### config.mk
export PLATFORM = sky130hd
export DESIGN_NAME = bf16_accum_ctrl
export DESIGN_NICKNAME = d
export VERILOG_FILES = /design/src/rtl/bf16_accum_ctrl.sv
export SDC_FILE = /design/constraint.sdc
export NUM_CORES = 1
export LEC_CHECK = 0
export BUFFER_PORTS_ARGS = -buffer_cell sky130_fd_sc_hd__buf_2
export CAP_MARGIN = 30
export CORE_UTILIZATION = 44
export CTS_CLUSTER_DIAMETER = 40
export DETAILED_ROUTE_END_ITERATION = 10
export GPL_TIMING_DRIVEN = 0
export PLACE_DENSITY = 0.76
export SYNTH_ARGS = -nofsm -noshare
export SYNTH_HDL_FRONTEND = slang
export SYNTH_SLANG_ARGS = --single-unit
export TNS_END_PERCENT = 30
### constraint.sdc
create_clock -name clk -period 1.7 [get_ports clk]
set_input_delay 0.085 -clock clk [delete_from_list [all_inputs] [get_ports clk]]
set_output_delay 0.085 -clock clk [all_outputs]
set_load 0.05 [all_outputs]
### src/rtl/bf16_accum_ctrl.sv
// ============================================================================
// Module   : bf16_accum_ctrl
// Brief    : Sequences a valid/ready stream of bf16 terms through an external
//            combinational adder and presents each LEN-term sum downstream.
// Revision : 1.0
// ============================================================================
`default_nettype none

module bf16_accum_ctrl #(
    parameter int LEN   = 8,
    parameter int CNT_W = 8
) (
    input  logic        clk,
    input  logic        rst_n,
    input  logic        clr,
    input  logic [15:0] in_data,
    input  logic        in_vld,
    output logic        in_rdy,
    output logic [15:0] add_a,
    output logic        add_a_vld,
    output logic [15:0] add_b,
    output logic        add_b_vld,
    input  logic [15:0] add_z,
    input  logic        add_z_vld,
    output logic [15:0] out_data,
    output logic        out_vld,
    input  logic        out_rdy,
    output logic        out_exc
);

    typedef enum logic [1:0] {
        ST_IDLE = 2'd0,
        ST_ACC  = 2'd1,
        ST_DONE = 2'd2
    } state_t;

    localparam logic [CNT_W-1:0] C_LAST = CNT_W'(LEN - 1);
    localparam logic [CNT_W-1:0] C_ONE  = CNT_W'(1);

    state_t             state_q, state_d;
    logic [15:0]        acc_q, acc_d;
    logic [CNT_W-1:0]   cnt_q, cnt_d;
    logic               out_vld_q, out_vld_d;
    logic [15:0]        out_data_q, out_data_d;
    logic               out_exc_q, out_exc_d;
    logic               w_accept;

    // Ready is held low while reset is asserted so nothing is taken mid-reset.
    assign in_rdy    = rst_n & (state_q != ST_DONE) & ~clr;
    assign w_accept  = in_vld & in_rdy;

    assign add_a     = acc_q;
    assign add_b     = in_data;
    assign add_a_vld = (state_q == ST_ACC);
    assign add_b_vld = in_vld & (state_q == ST_ACC);

    assign out_data  = out_data_q;
    assign out_vld   = out_vld_q;
    assign out_exc   = out_exc_q;

    always_comb begin
        state_d    = state_q;
        acc_d      = acc_q;
        cnt_d      = cnt_q;
        out_vld_d  = out_vld_q;
        out_data_d = out_data_q;

        if (clr) begin
            state_d    = ST_IDLE;
            acc_d      = 16'h0000;
            cnt_d      = '0;
            out_vld_d  = 1'b0;
            out_data_d = 16'h0000;
        end else begin
            case (state_q)
                ST_IDLE: begin
                    if (w_accept) begin
                        acc_d = in_data;
                        cnt_d = C_ONE;
                        if (LEN == 1) begin
                            state_d    = ST_DONE;
                            out_vld_d  = 1'b1;
                            out_data_d = in_data;
                        end else begin
                            state_d = ST_ACC;
                        end
                    end
                end
                ST_ACC: begin
                    if (w_accept && add_z_vld) begin
                        acc_d = add_z;
                        cnt_d = cnt_q + C_ONE;
                        if (cnt_q == C_LAST) begin
                            state_d    = ST_DONE;
                            out_vld_d  = 1'b1;
                            out_data_d = add_z;
                        end
                    end
                end
                ST_DONE: begin
                    if (out_rdy) begin
                        state_d   = ST_IDLE;
                        cnt_d     = '0;
                        out_vld_d = 1'b0;
                    end
                end
                default: begin
                    state_d = ST_IDLE;
                end
            endcase
        end

        // Exception flag follows the presented word and is only raised while valid.
        out_exc_d = out_vld_d & (out_data_d[14:7] == 8'hFF);
    end

    always_ff @(posedge clk or negedge rst_n) begin
        if (!rst_n) begin
            state_q    <= ST_IDLE;
            acc_q      <= 16'h0000;
            cnt_q      <= '0;
            out_vld_q  <= 1'b0;
            out_data_q <= 16'h0000;
            out_exc_q  <= 1'b0;
        end else begin
            state_q    <= state_d;
            acc_q      <= acc_d;
            cnt_q      <= cnt_d;
            out_vld_q  <= out_vld_d;
            out_data_q <= out_data_d;
            out_exc_q  <= out_exc_d;
        end
    end

endmodule

`default_nettype wire
Word-level counts from Yosys, hierarchy flattened
Index checks and enable logic that the tools add are counted.
{"block": "word_totals", "wordCells": 58, "output_inout_bits": 53, "reg_bits": 44}
{"block": "op_classes", "bitwise": 6, "addsub": 1, "eq_ne": 9, "reduce_logical": 11, "n_mux": 24}
{"cell": "2-to-1 mux 16 bit", "n": 7}
{"cell": "2-to-1 mux 8 bit", "n": 4}
{"cell": "case mux 16 bit (2 select lines)", "n": 1}
{"cell": "case mux 8 bit (3 select lines)", "n": 1}
{"cell": "2-to-1 mux 2 bit", "n": 5}
{"cell": "adder 8 x 1 -> 8 bit, second input constant", "n": 1}
{"cell": "equality test 8 x 3 -> 1 bit, second input constant", "n": 1}
{"cell": "equality test 8 bit, second input constant", "n": 1}
{"cell": "AND reduction 4 bit", "n": 2}
{"cell": "inequality test 3 x 2 -> 1 bit, second input constant", "n": 2}
{"cell": "inequality test 3 bit, second input constant", "n": 2}
{"cell": "case mux 2 bit (3 select lines)", "n": 1}
{"cell": "AND reduction 3 bit", "n": 2}
{"cell": "nonzero test 2 bit", "n": 3}
{"cell": "AND 1 bit", "n": 5}
{"cell": "2-to-1 mux 1 bit", "n": 4}
{"cell": "nonzero test 4 bit", "n": 1}
{"cell": "nonzero test 3 bit", "n": 1}
{"cell": "equality test 2 x 1 -> 1 bit, second input constant", "n": 1}
{"cell": "equality test 2 bit, second input constant", "n": 1}
{"cell": "zero test 2 bit", "n": 1}
{"cell": "inequality test 2 bit, second input constant", "n": 1}
{"cell": "case mux 1 bit (2 select lines)", "n": 1}
{"cell": "logical AND 1 bit", "n": 1}
{"cell": "NOT 1 bit", "n": 1}

Logic depth before layout (Yosys ltp)
Gate-level depths: netlist of run 1.
{"block": "logic_depth", "word_depth": 10, "depth_mapped": 9, "mapped_depth_nobuf": 6}

Worst setup path before layout of run 1
Ideal clock, no wire load.
{"block": "synth_path", "kind": "register -> output", "from": "reg state_q[1]", "to": "out add_b_vld", "arrival_ns": 2.212, "t_required_ns": 1.615, "path_stages_with_launch": 7, "path_slack_ns": -0.597, "cell_sequence": "dfrtp_1 -> inv_1 -> ha_1 -> buf_2 -> buf_2 -> clkbuf_1 -> and2_1"}
{"block": "synth_between", "elab_chain_cells": 2}
{"element": "start: declaration", "line_no": "40", "source": "state_t state_q, state_d;"}
{"element": "start signal: assignment", "line_no": "126", "source": "state_q <= state_d;"}
{"element": "equality test 2 x 1 -> 1 bit"}
{"element": "net add_a_vld", "line_no": "20", "source": "output logic add_a_vld,"}
{"element": "AND 1 bit", "line_no": "55", "source": "assign add_b_vld = in_vld & (state_q == ST_ACC);"}
{"element": "end: declaration", "line_no": "22", "source": "output logic add_b_vld,"}
The timed path passes the listed nets, and every way through them passes these cells.

Worst setup path in the final report of run 1
{"block": "layout_path", "from": "reg state_q[1]", "to": "out add_b_vld"}
{"block": "layout_between", "elab_chain_cells": 2}
{"element": "equality test 2 x 1 -> 1 bit", "line_no": "55"}
{"element": "AND 1 bit", "line_no": "55"}
No other way between the ends.

==> impl_metrics.csv, run 1 <==
group,metric,value,unit
clock_network,numClockSinks,44,
sta,setup_viol,41,
sta,hold_violations,0,
synthesis,synth-edff-count,0,
floorplan,start_util,0.463,
sta,slew_headroom,0.460,
power_and_ir_drop,ir_drop,0.498,mV
worst_setup_path,critical_path_class,"register to output pin",
hold_path,worstHoldPathType,"input pin to register",
floorplan,die_w,76.0,um
sta,period_minus_slack,1830,ps
placed_design,dp_cells,407,
synthesis,synth_cell_types,35,
synthesis,synth_ff_type,"dfrtp_1",
power_and_ir_drop,p_seq_frac,0.320,
sta,clock.fmax,546,MHz
worst_setup_path,crit_required,1620,ps
detailed_routing,wl_per_cell,16.3,um
floorplan,core-area,0.00520,mm^2
global_route,grt_pass1_vias,2330,
synthesis,synthDominantCellAreaShare,0.457,
floorplan,die_area,0.00578,mm^2
placed_design,place.gp.congestion,0.819,
clock_network,clk_pin_slew,90,ps
detailed_routing,drt_iter0_drc,144,
power_and_ir_drop,p_comb_frac,0.448,
power_and_ir_drop,p_leak,1.79,nW
synthesis,synth_nets,289,
worst_setup_path,cp_slowest_cell,"dfrtp_1",
global_route,grt_use_total,0.248,
detailed_routing,dr.pass1.iters,5,
clock_network,numCtsBuffers,5,
clock_network,root_buffer,"clkbuf_8",
global_route,antenna_found_initial,0,
clock_network,clk-insertion-delay-late,300,ps
detailed_routing,via_per_inst,5.40,
worst_setup_path,critPathBufInv,5,
finish,final_cells,440,
synthesis,synthCells,246,
finish,area_growth,46.8,%
synthesis,synth_seq_cells,44,
synthesis,synth-async-reset-ratio,1.00,
power_and_ir_drop,swShare,0.382,
worst_setup_path,arrival,1750,ps
finish,final_common_cell,"buf_2",
sta,rsz0062_at_grt,"true",
sta,fin_crit_sh,1.08,
run_status,run_status,"complete, but fails checks",
placed_design,port_buffers,90,
synthesis,yosysWarnings,0,
synthesis,ys_top_cells_by_area,"dfrtp_1 (46%), mux2i_1 (10%), a211oi_1 (5.3%), buf_4 (5.0%), nor2_1 (3.7%)",
floorplan,io_pins,91,
worst_setup_path,critPathTopFamily,"buffers and inverters",
power_and_ir_drop,p_int,2.32,mW
run_status,violations,"negative setup slack",
sta,slew_viol_final,0,
detailed_routing,antenna_left,0,
global_route,grt_max_degree,28,
power_and_ir_drop,p_switching,1.43,mW
synthesis,yosys.area.top_type,"dfrtp_1",
finish,final_util,0.680,
floorplan,std_cell_rows,26,
finish,final_layout_size_suffix_gt1_frac,0.492,
placed_design,hpwl,4.82,mm
finish,layout_common_cells,"buf_2 (89), dfrtp_1 (44), buf_4 (36), nor2_1 (23), mux2i_1 (23)",
finish,final_nets,412,
power_and_ir_drop,power.total,3.75,mW
detailed_routing,drcViolationCount,0,
floorplan,die_h,76.0,um
global_route,overflow,0,
worst_setup_path,cp_max_fo,10,
finish,antenna_cells,0,
power_and_ir_drop,p_clk_frac,0.232,
detailed_routing,routed_wl,7.16,mm
global_route,grt_pass1_wl,11.3,mm
sta,setup_ws,-130,ps
sta,fin_tns_setup,-2900,ps
clock_network,cts_buffer_depth,2,
synthesis,syn_avg_cell_area,9.80,um^2
sta,finalClockSkew,6.37,ps
sta,worst_slew_pin_slew,807,ps
worst_setup_path,path_cells,"inv_2 > ha_4 > buf_4 > buf_12 > clkbuf_16 > and2_4 > buf_8",
worst_setup_path,crit_path_end_kind,"output pin",
clock_network,cts_tree,"built",
synthesis,ys_seq_area_frac,0.457,
placed_design,pre_cts_ws,-268,ps
clock_network,cts_max_level,2,
run,timing.max_cap.violations,0,
synthesis,synth_area,0.00241,mm^2
worst_setup_path,critPathLaunchType,"register",
worst_setup_path,cpPeakStageDelay,450,ps
detailed_routing,num_vias,2376,
power_and_ir_drop,power_density,1060,mW/mm^2
==> power groups by stage <==
stage | sequential, mW | combinational (mW) | clock [mW]
after floorplan | 1.46 | 0.756 | 0
after global placement | 1.22 | 1.28 | 0
after detailed placement | 1.23 | 1.30 | 0
after CTS | 1.20 | 1.52 | 0.878
after global routing | 1.21 | 1.77 | 0.932
final | 1.20 | 1.68 | 0.870
==> worst paths after layout <==
path | startpoint | endpoint | slack (ps) | depth (start not counted)
worst max-delay path | state_q[1]$_DFFE_PN0P_ | add_b_vld | -130 | 7
max in group asynchronous | rst_n | add_a[5]$_DFFE_PN0P_ | 230 | 3
worst max register to register | state_q[1]$_DFFE_PN0P_ | out_exc$_DFF_PN0_ | -130 | 7
worst min register to register | out_data[2]$_DFFE_PN0P_ | out_data[2]$_DFFE_PN0P_ | 530 | 2
worst min-delay path | add_z[11] | out_data[11]$_DFF_PN0_ | 60 | 3
min in group asynchronous | rst_n | out_data[14]$_DFF_PN0_ | 360 | 4
==> tightest hold or removal path, stage by stage <==
cell and delay, ps:
buf_2 110, nand3_1 70, a21oi_1 60
==> cells in the mapped netlist (4+ instances only) <==
cell type and count:
a211oi_1 17, a21oi_1 17, a31oi_1 4, and3_1 4, buf_2 7, buf_4 16
clkbuf_1 6, dfrtp_1 44, ha_1 5, inv_1 8, mux2i_1 25, nand2_1 20
nand3_1 14, nand4_1 5, nor2_1 24
==> through the flow <==
stage / hold slack, ps / area, um^2
CTS: 46.0 / 3410
finish: 55.1 / 3540
global route: 47.8 / 3540
detailed placement: 50.9 / 3040
floorplan: -211 / 2480
global placement: 320 / 3020
==> layer usage <==
metal,track usage,vias to the layer above,wire (um)
met2,0.420,90,3650
li1,-,1106,-
met4,0.104,0,158
met5,0,-,0
met1,0.312,1164,3030
met3,0.0467,16,327
==> layout make-up <==
type / count / area, um^2
multi-input cells: 162 / 1220
repair buffers: 118 / 716
clock buffers: 6 / 82.6
plain buffers: 30 / 265
clock inverters: 2 / 38.8
flip-flops and latches: 44 / 1100
fillers: 414 / 1670
inverters: 8 / 30.0
well taps: 70 / 87.6
==> registers in the layout, indices dropped and copies added, names as in the netlist <==
| register | cells |
|---|---|
| add_a | 16 |
| cnt_q | 8 |
| out_data | 16 |
| out_exc | 1 |
| out_vld | 1 |
| state_q | 2 |
==> cells by family after synthesis <==
family	share of synthesized area
AO/OA/AOI/OAI	0.141
adder cells (fa/ha/maj)	0.0259
buffers and inverters	0.100
flip-flops	0.457
multiplexers	0.108
AND/OR/NAND/NOR	0.168
==> repair_timing <==
action,4_1_cts,5_1_grt
setup endpoints to repair,39,45
pin swaps,15,5
buffers inserted,15,7
gates cloned,2,0
gates resized for setup,30,21
hold endpoints to repair,17,0
hold buffers,3,0
No activity file was read; power rests on OpenSTA's default activity.
==> run 2: changes to the inputs <==
--- a/config.mk
+++ b/config.mk
@@ -12,6 +12,7 @@
 export DETAILED_ROUTE_END_ITERATION = 10
 export GPL_TIMING_DRIVEN = 0
 export PLACE_DENSITY = 0.76
+export SKIP_LAST_GASP = 1
 export SYNTH_ARGS = -nofsm -noshare
 export SYNTH_HDL_FRONTEND = slang
 export SYNTH_SLANG_ARGS = --single-unit
==> impl_metrics.csv, run 2 (synthesis results as in run 1) <==
group,metric,value,unit
detailed_routing,wl_per_cell,16.2,um
clock_network,clk_pin_slew,90,ps
worst_setup_path,rr_worst_depth,8,
floorplan,die_area,0.00578,mm^2
global_route,grt_util_met3,0.0467,
finish,final_cells,440,
hold_path,hp-start,"add_z[11]",
worst_setup_path,cpPeakStageDelay,410,ps
sta,finalClockSkew,6.21,ps
finish,area_growth,45.6,%
sta,worst_slew_pin_slew,808,ps
detailed_routing,dr.pass1.iters,4,
run_status,violations,"negative setup slack",
finish,layout_common_cells,"buf_2 (91), dfrtp_1 (44), buf_4 (37), nor2_1 (23), mux2i_1 (23)",
detailed_routing,drcViolationCount,0,
worst_setup_path,cp_max_fo,10,
power_and_ir_drop,ir_drop,0.499,mV
floorplan,die_w,76.0,um
worst_setup_path,crit_required,1620,ps
sta,hold_violations,0,
sta,setup_ws,-137,ps
worst_setup_path,critPathLaunchType,"register",
floorplan,std_cell_rows,26,
placed_design,place.gp.congestion,0.819,
worst_setup_path,path_cells,"buf_4 > ha_4 > buf_4 > buf_12 > clkbuf_16 > and2_4 > buf_8",
global_route,globalRouteMet2Util,0.421,
sta,setup_viol,39,
worst_setup_path,regToRegStartpoint,"state_q[1]$_DFFE_PN0P_",
finish,finalInstanceArea,0.00351,mm^2
global_route,grt_use_total,0.248,
global_route,grt_use_met1,0.311,
worst_setup_path,worst-path-stages,7,
floorplan,core-area,0.00520,mm^2
detailed_routing,antenna_left,0,
sta,clock.fmax,544,MHz
clock_network,cts_max_level,2,
run,timing.max_cap.violations,0,
worst_setup_path,crit_path_frequent_cell,"buf_4",
clock_network,numClockSinks,44,
worst_setup_path,r2r_setup_slack,-110,ps
placed_design,hpwl,4.82,mm
detailed_routing,via_per_inst,5.35,
hold_path,worstHoldPathType,"input pin to register",
sta,slew_headroom,0.459,
worst_setup_path,critPathTopFamily,"buffers and inverters",
finish,num-fill-cells,419,
worst_setup_path,cp_slowest_cell,"dfrtp_1",
power_and_ir_drop,power.total,3.72,mW
placed_design,dp_cells,407,
global_route,grt_pass1_wl,11.3,mm
worst_setup_path,crit_start,"state_q[0]$_DFFE_PN0P_",
worst_setup_path,arrival,1750,ps
detailed_routing,num_vias,2356,
power_and_ir_drop,p_leak,1.78,nW
worst_setup_path,crit_path_end_kind,"output pin",
finish,final_nets,412,
floorplan,die_h,76.0,um
sta,timing.hold.ws,55.6,ps
run_status,run_status,"complete, but fails checks",
sta,slew_viol_final,0,
placed_design,port_buffers,90,
global_route,gr-max-usage-layer,"met2",
detailed_routing,drt_iter0_drc,102,
worst_setup_path,critical_path_class,"register to output pin",
global_route,grt_pass1_vias,2333,
clock_network,cts_buffer_depth,2,
finish,antenna_cells,0,
clock_network,cts_tree,"built",
hold_path,holdPathStages,3,
clock_network,clk-insertion-delay-late,300,ps
floorplan,io_pins,91,
finish,final_layout_size_suffix_gt1_frac,0.481,
global_route,antenna_found_initial,0,
placed_design,pre_cts_ws,-268,ps
clock_network,root_buffer,"clkbuf_8",
finish,final_common_cell,"buf_2",
global_route,grt_max_degree,28,
placed_design,place_area,0.00304,mm^2
floorplan,start_util,0.463,
worst_setup_path,critPathBufInv,5,
sta,period_minus_slack,1840,ps
sta,fin_crit_sh,1.08,
sta,rsz0062_at_grt,"true",
detailed_routing,routed_wl,7.13,mm
power_and_ir_drop,power_density,1060,mW/mm^2
global_route,overflow,0,
clock_network,numCtsBuffers,5,
## run 2: worst paths after layout
path / end
worst max-delay path: add_b_vld
worst min-delay path: out_data[11]$_DFF_PN0_
worst max register to register: cnt_q[7]$_DFFE_PN0P_
worst min register to register: cnt_q[2]$_DFFE_PN0P_
max in group asynchronous: add_a[5]$_DFFE_PN0P_
min in group asynchronous: out_data[14]$_DFF_PN0_
## run 2: power by group
group / leakage (nW) / switching, mW / internal (mW) / total [mW]
Combinational: 1.11 / 0.971 / 0.683 / 1.65
Clock: 0.0614 / 0.390 / 0.481 / 0.871
Sequential: 0.603 / 0.0589 / 1.14 / 1.20
Total: 1.78 / 1.42 / 2.30 / 3.72
## run 2: layout make-up
class | instances | area [um^2] | share of cell area
flip-flops and latches | 44 | 1100 | 0.314
plain buffers | 30 | 263 | 0.0749
clock inverters | 2 | 38.8 | 0.0111
inverters | 8 | 30.0 | 0.00856
multi-input cells | 162 | 1200 | 0.341
repair buffers | 118 | 709 | 0.202
clock buffers | 6 | 82.6 | 0.0235
well taps | 70 | 87.6 | 0.0250
## run 2: repair_timing
item | CTS | global route
endpoints found under the hold margin | 17 | 0
setup endpoints to repair | 39 | 45
cloned | 2 | 0
pin swaps | 14 | 3
gates resized for setup | 28 | 15
setup buffers | 15 | 7
hold buffers | 3 | 0
## run 2: per-layer routing
metal  share of wire  routed length [um]  up-vias
li1                -                   -     1106
met1            0.41                2920     1136
met2            0.51                3630       96
met3           0.053                 380       18
met4           0.028                 197        0
met5               0                   0        -
## run 2: worst reg2reg max path, cell delays in order, from the launching register on
cell and delay, ps:
dfrtp_1 450, inv_2 130, ha_4 180, buf_6 120, and3b_1 180, buf_6 130
nand2_1 90, o31a_1 310, a31oi_1 150
## run 2: per-stage QoR
| stage | setup TNS (ps) | util |
|---|---|---|
| after global placement | -17190 | 0.580 |
| after detailed placement | -6420 | 0.584 |
| after CTS | -854 | 0.655 |
| final | -2240 | 0.674 |
| after global routing | -5720 | 0.674 |
| after floorplan | -222 | - |
==> run 3: changes to the inputs <==
--- a/config.mk
+++ b/config.mk
@@ -7,11 +7,12 @@
 export LEC_CHECK = 0
 export BUFFER_PORTS_ARGS = -buffer_cell sky130_fd_sc_hd__buf_2
 export CAP_MARGIN = 30
+export CORE_ASPECT_RATIO = 1.75
 export CORE_UTILIZATION = 44
 export CTS_CLUSTER_DIAMETER = 40
 export DETAILED_ROUTE_END_ITERATION = 10
 export GPL_TIMING_DRIVEN = 0
-export PLACE_DENSITY = 0.76
+export PLACE_DENSITY_LB_ADDON = 0.12
 export SKIP_LAST_GASP = 1
 export SYNTH_ARGS = -nofsm -noshare
 export SYNTH_HDL_FRONTEND = slang
==> impl_metrics.csv, run 3 (synthesis results as in run 1) <==
group,metric,value,unit
run_status,run_status,"complete, but fails checks",
run_status,violations,"design-rule violations, negative setup slack",
worst_setup_path,critPathLaunchType,"register",
finish,antenna_cells,0,
worst_setup_path,arrival,2110,ps
sta,slew_headroom,0.604,
floorplan,io_pins,91,
sta,hold_violations,0,
sta,worst_slew_pin_slew,592,ps
floorplan,core-area,0.00526,mm^2
sta,clock.fmax,532,MHz
clock_network,cts_tree,"built",
worst_setup_path,crit_start,"state_q[1]$_DFFE_PN0P_",
global_route,antenna_found_initial,0,
power_and_ir_drop,power_density,969,mW/mm^2
worst_setup_path,path_cells,"ha_4 > and4b_1 > buf_6 > and4b_1 > buf_6 > buf_12 > buf_8 > nand3_2 > a21oi_1",
detailed_routing,drt_iter0_drc,88,
finish,final_cells,425,
worst_setup_path,r2r-end,"out_data[15]$_DFFE_PN0P_",
power_and_ir_drop,power.total,3.42,mW
floorplan,die_area,0.00579,mm^2
sta,period_minus_slack,1880,ps
finish,area_growth,46.4,%
placed_design,port_buffers,90,
floorplan,die_w,58.0,um
worst_setup_path,crit_path_end_kind,"register",
worst_setup_path,crit_required,1930,ps
clock_network,cts_max_level,2,
global_route,grt_pass1_vias,2322,
worst_setup_path,critical_path_class,"register to register",
finish,final_layout_size_suffix_gt1_frac,0.492,
worst_setup_path,r2r_setup_slack,-180,ps
hold_path,worstHoldPathType,"input pin to register",
placed_design,hpwl,4.98,mm
worst_setup_path,critPathTopFamily,"simple AND/OR/NAND/NOR gates",
finish,final_nets,413,
clock_network,numCtsBuffers,5,
detailed_routing,num_vias,2330,
worst_setup_path,rr_worst_depth,9,
worst_setup_path,cp_slowest_cell,"dfrtp_1",
sta,finalClockSkew,9.70,ps
placed_design,place.gp.congestion,0.785,
sta,slew_viol_final,0,
hold_path,holdPathStages,3,
worst_setup_path,cpPeakStageDelay,440,ps
floorplan,die_h,99.9,um
detailed_routing,antenna_left,0,
detailed_routing,drcViolationCount,3,
run,timing.max_cap.violations,0,
finish,final_common_cell,"buf_2",
placed_design,dp_cells,392,
worst_setup_path,critPathBufInv,4,
global_route,overflow,0,
detailed_routing,wl_per_cell,17.0,um
worst_setup_path,regToRegStartpoint,"state_q[1]$_DFFE_PN0P_",
power_and_ir_drop,ir_drop,0.591,mV
sta,fin_crit_sh,1.11,
detailed_routing,routed_wl,7.23,mm
clock_network,clk_pin_slew,80,ps
global_route,grt_pass1_wl,11.4,mm
hold_path,hp-start,"add_z[5]",
global_route,grt_use_total,0.262,
detailed_routing,via_per_inst,5.48,
sta,setup_viol,37,
clock_network,clk-insertion-delay-late,310,ps
worst_setup_path,cp_max_fo,5,
floorplan,start_util,0.459,
hold_path,min_to,"out_data[5]$_DFFE_PN0P_",
placed_design,pre_cts_ws,-227,ps
clock_network,cts_buffer_depth,2,
sta,setup_ws,-181,ps
clock_network,numClockSinks,44,
power_and_ir_drop,p_leak,1.77,nW
detailed_routing,dr.pass1.iters,7,
sta,rsz0062_at_grt,"true",
floorplan,std_cell_rows,35,
clock_network,root_buffer,"clkbuf_8",
global_route,grt_max_degree,33,
finish,layout_common_cells,"buf_2 (92), dfrtp_1 (44), buf_4 (34), mux2i_1 (25), nor2_1 (22)",
-- run 3: changes by cell type in the layout (fill, tap and decap cells not counted), moves of 3 or more --
| cell | before | now |
|---|---|---|
| a21oi_1 | 15 | 12 |
| buf_4 | 37 | 34 |
| nand3_2 | 0 | 4 |
| nand3_1 | 14 | 9 |
| a21oi_2 | 1 | 5 |
-- run 3: worst register-to-register path: cells and delay by family, from the launching register on --
kind	cells	cell delay (ps)
simple gates	3	550
buf+inv	4	490
flops	1	440
fa+ha+maj	1	190
compound gates	1	140
-- run 3: what timing repair did --
item / in CTS / in global routing
setup buffers: 17 / 5
hold endpoints to repair: 12 / 0
cloned: 4 / 0
setup endpoints to repair: 45 / 45
resized for setup: 29 / 13
pin swaps: 22 / 8
hold buffers: 3 / 0
-- run 3: worst max-delay path by stage --
| stage | cells past startpoint | end | slack, ps |
|---|---|---|---|
| global placement | 8 | out_data[10]$_DFF_PN0_ | -560 |
| finish | 9 | out_data[15]$_DFFE_PN0P_ | -180 |
| floorplan | 8 | out_exc$_DFF_PN0_ | -30 |
| detailed placement | 7 | add_a[10]$_DFFE_PN0P_ | -230 |
| global route | 8 | out_data[10]$_DFF_PN0_ | -230 |
| CTS | 9 | out_data[10]$_DFF_PN0_ | -130 |
-- run 3: where the power goes --
| part | internal (mW) | switching, mW |
|---|---|---|
| clock | 0.280 | 0.375 |
| combinational | 0.601 | 0.957 |
| sequential | 1.14 | 0.0659 |
| total | 2.02 | 1.40 |
-- run 3: cell type report --
class | count | area, um^2
clock buffer | 6 | 72.6
clock inverter | 1 | 5.00
timing repair buffer | 118 | 763
fill | 435 | 1720
tap | 55 | 68.8
inverter | 8 | 30.0
buffer | 31 | 268
sequential | 44 | 1100
multi-input combinational | 162 | 1220
-- run 3: per-stage QoR --
step	area [um^2]	hold WS, ps	utilization	setup TNS (ps)
global route	3530	43.9	0.672	-5880
global placement	3000	331	0.571	-19030
finish	3530	34.0	0.672	-2920
detailed placement	3020	16.1	0.575	-6350
CTS	3460	43.5	0.659	-3050
floorplan	2480	-211	-	-222
-- run 3: metal layers --
metal | routed length, um | track usage
met5 | 0 | 0
met2 | 4110 | 0.489
met3 | 249 | 0.0399
met4 | 187 | 0.114
met1 | 2690 | 0.281
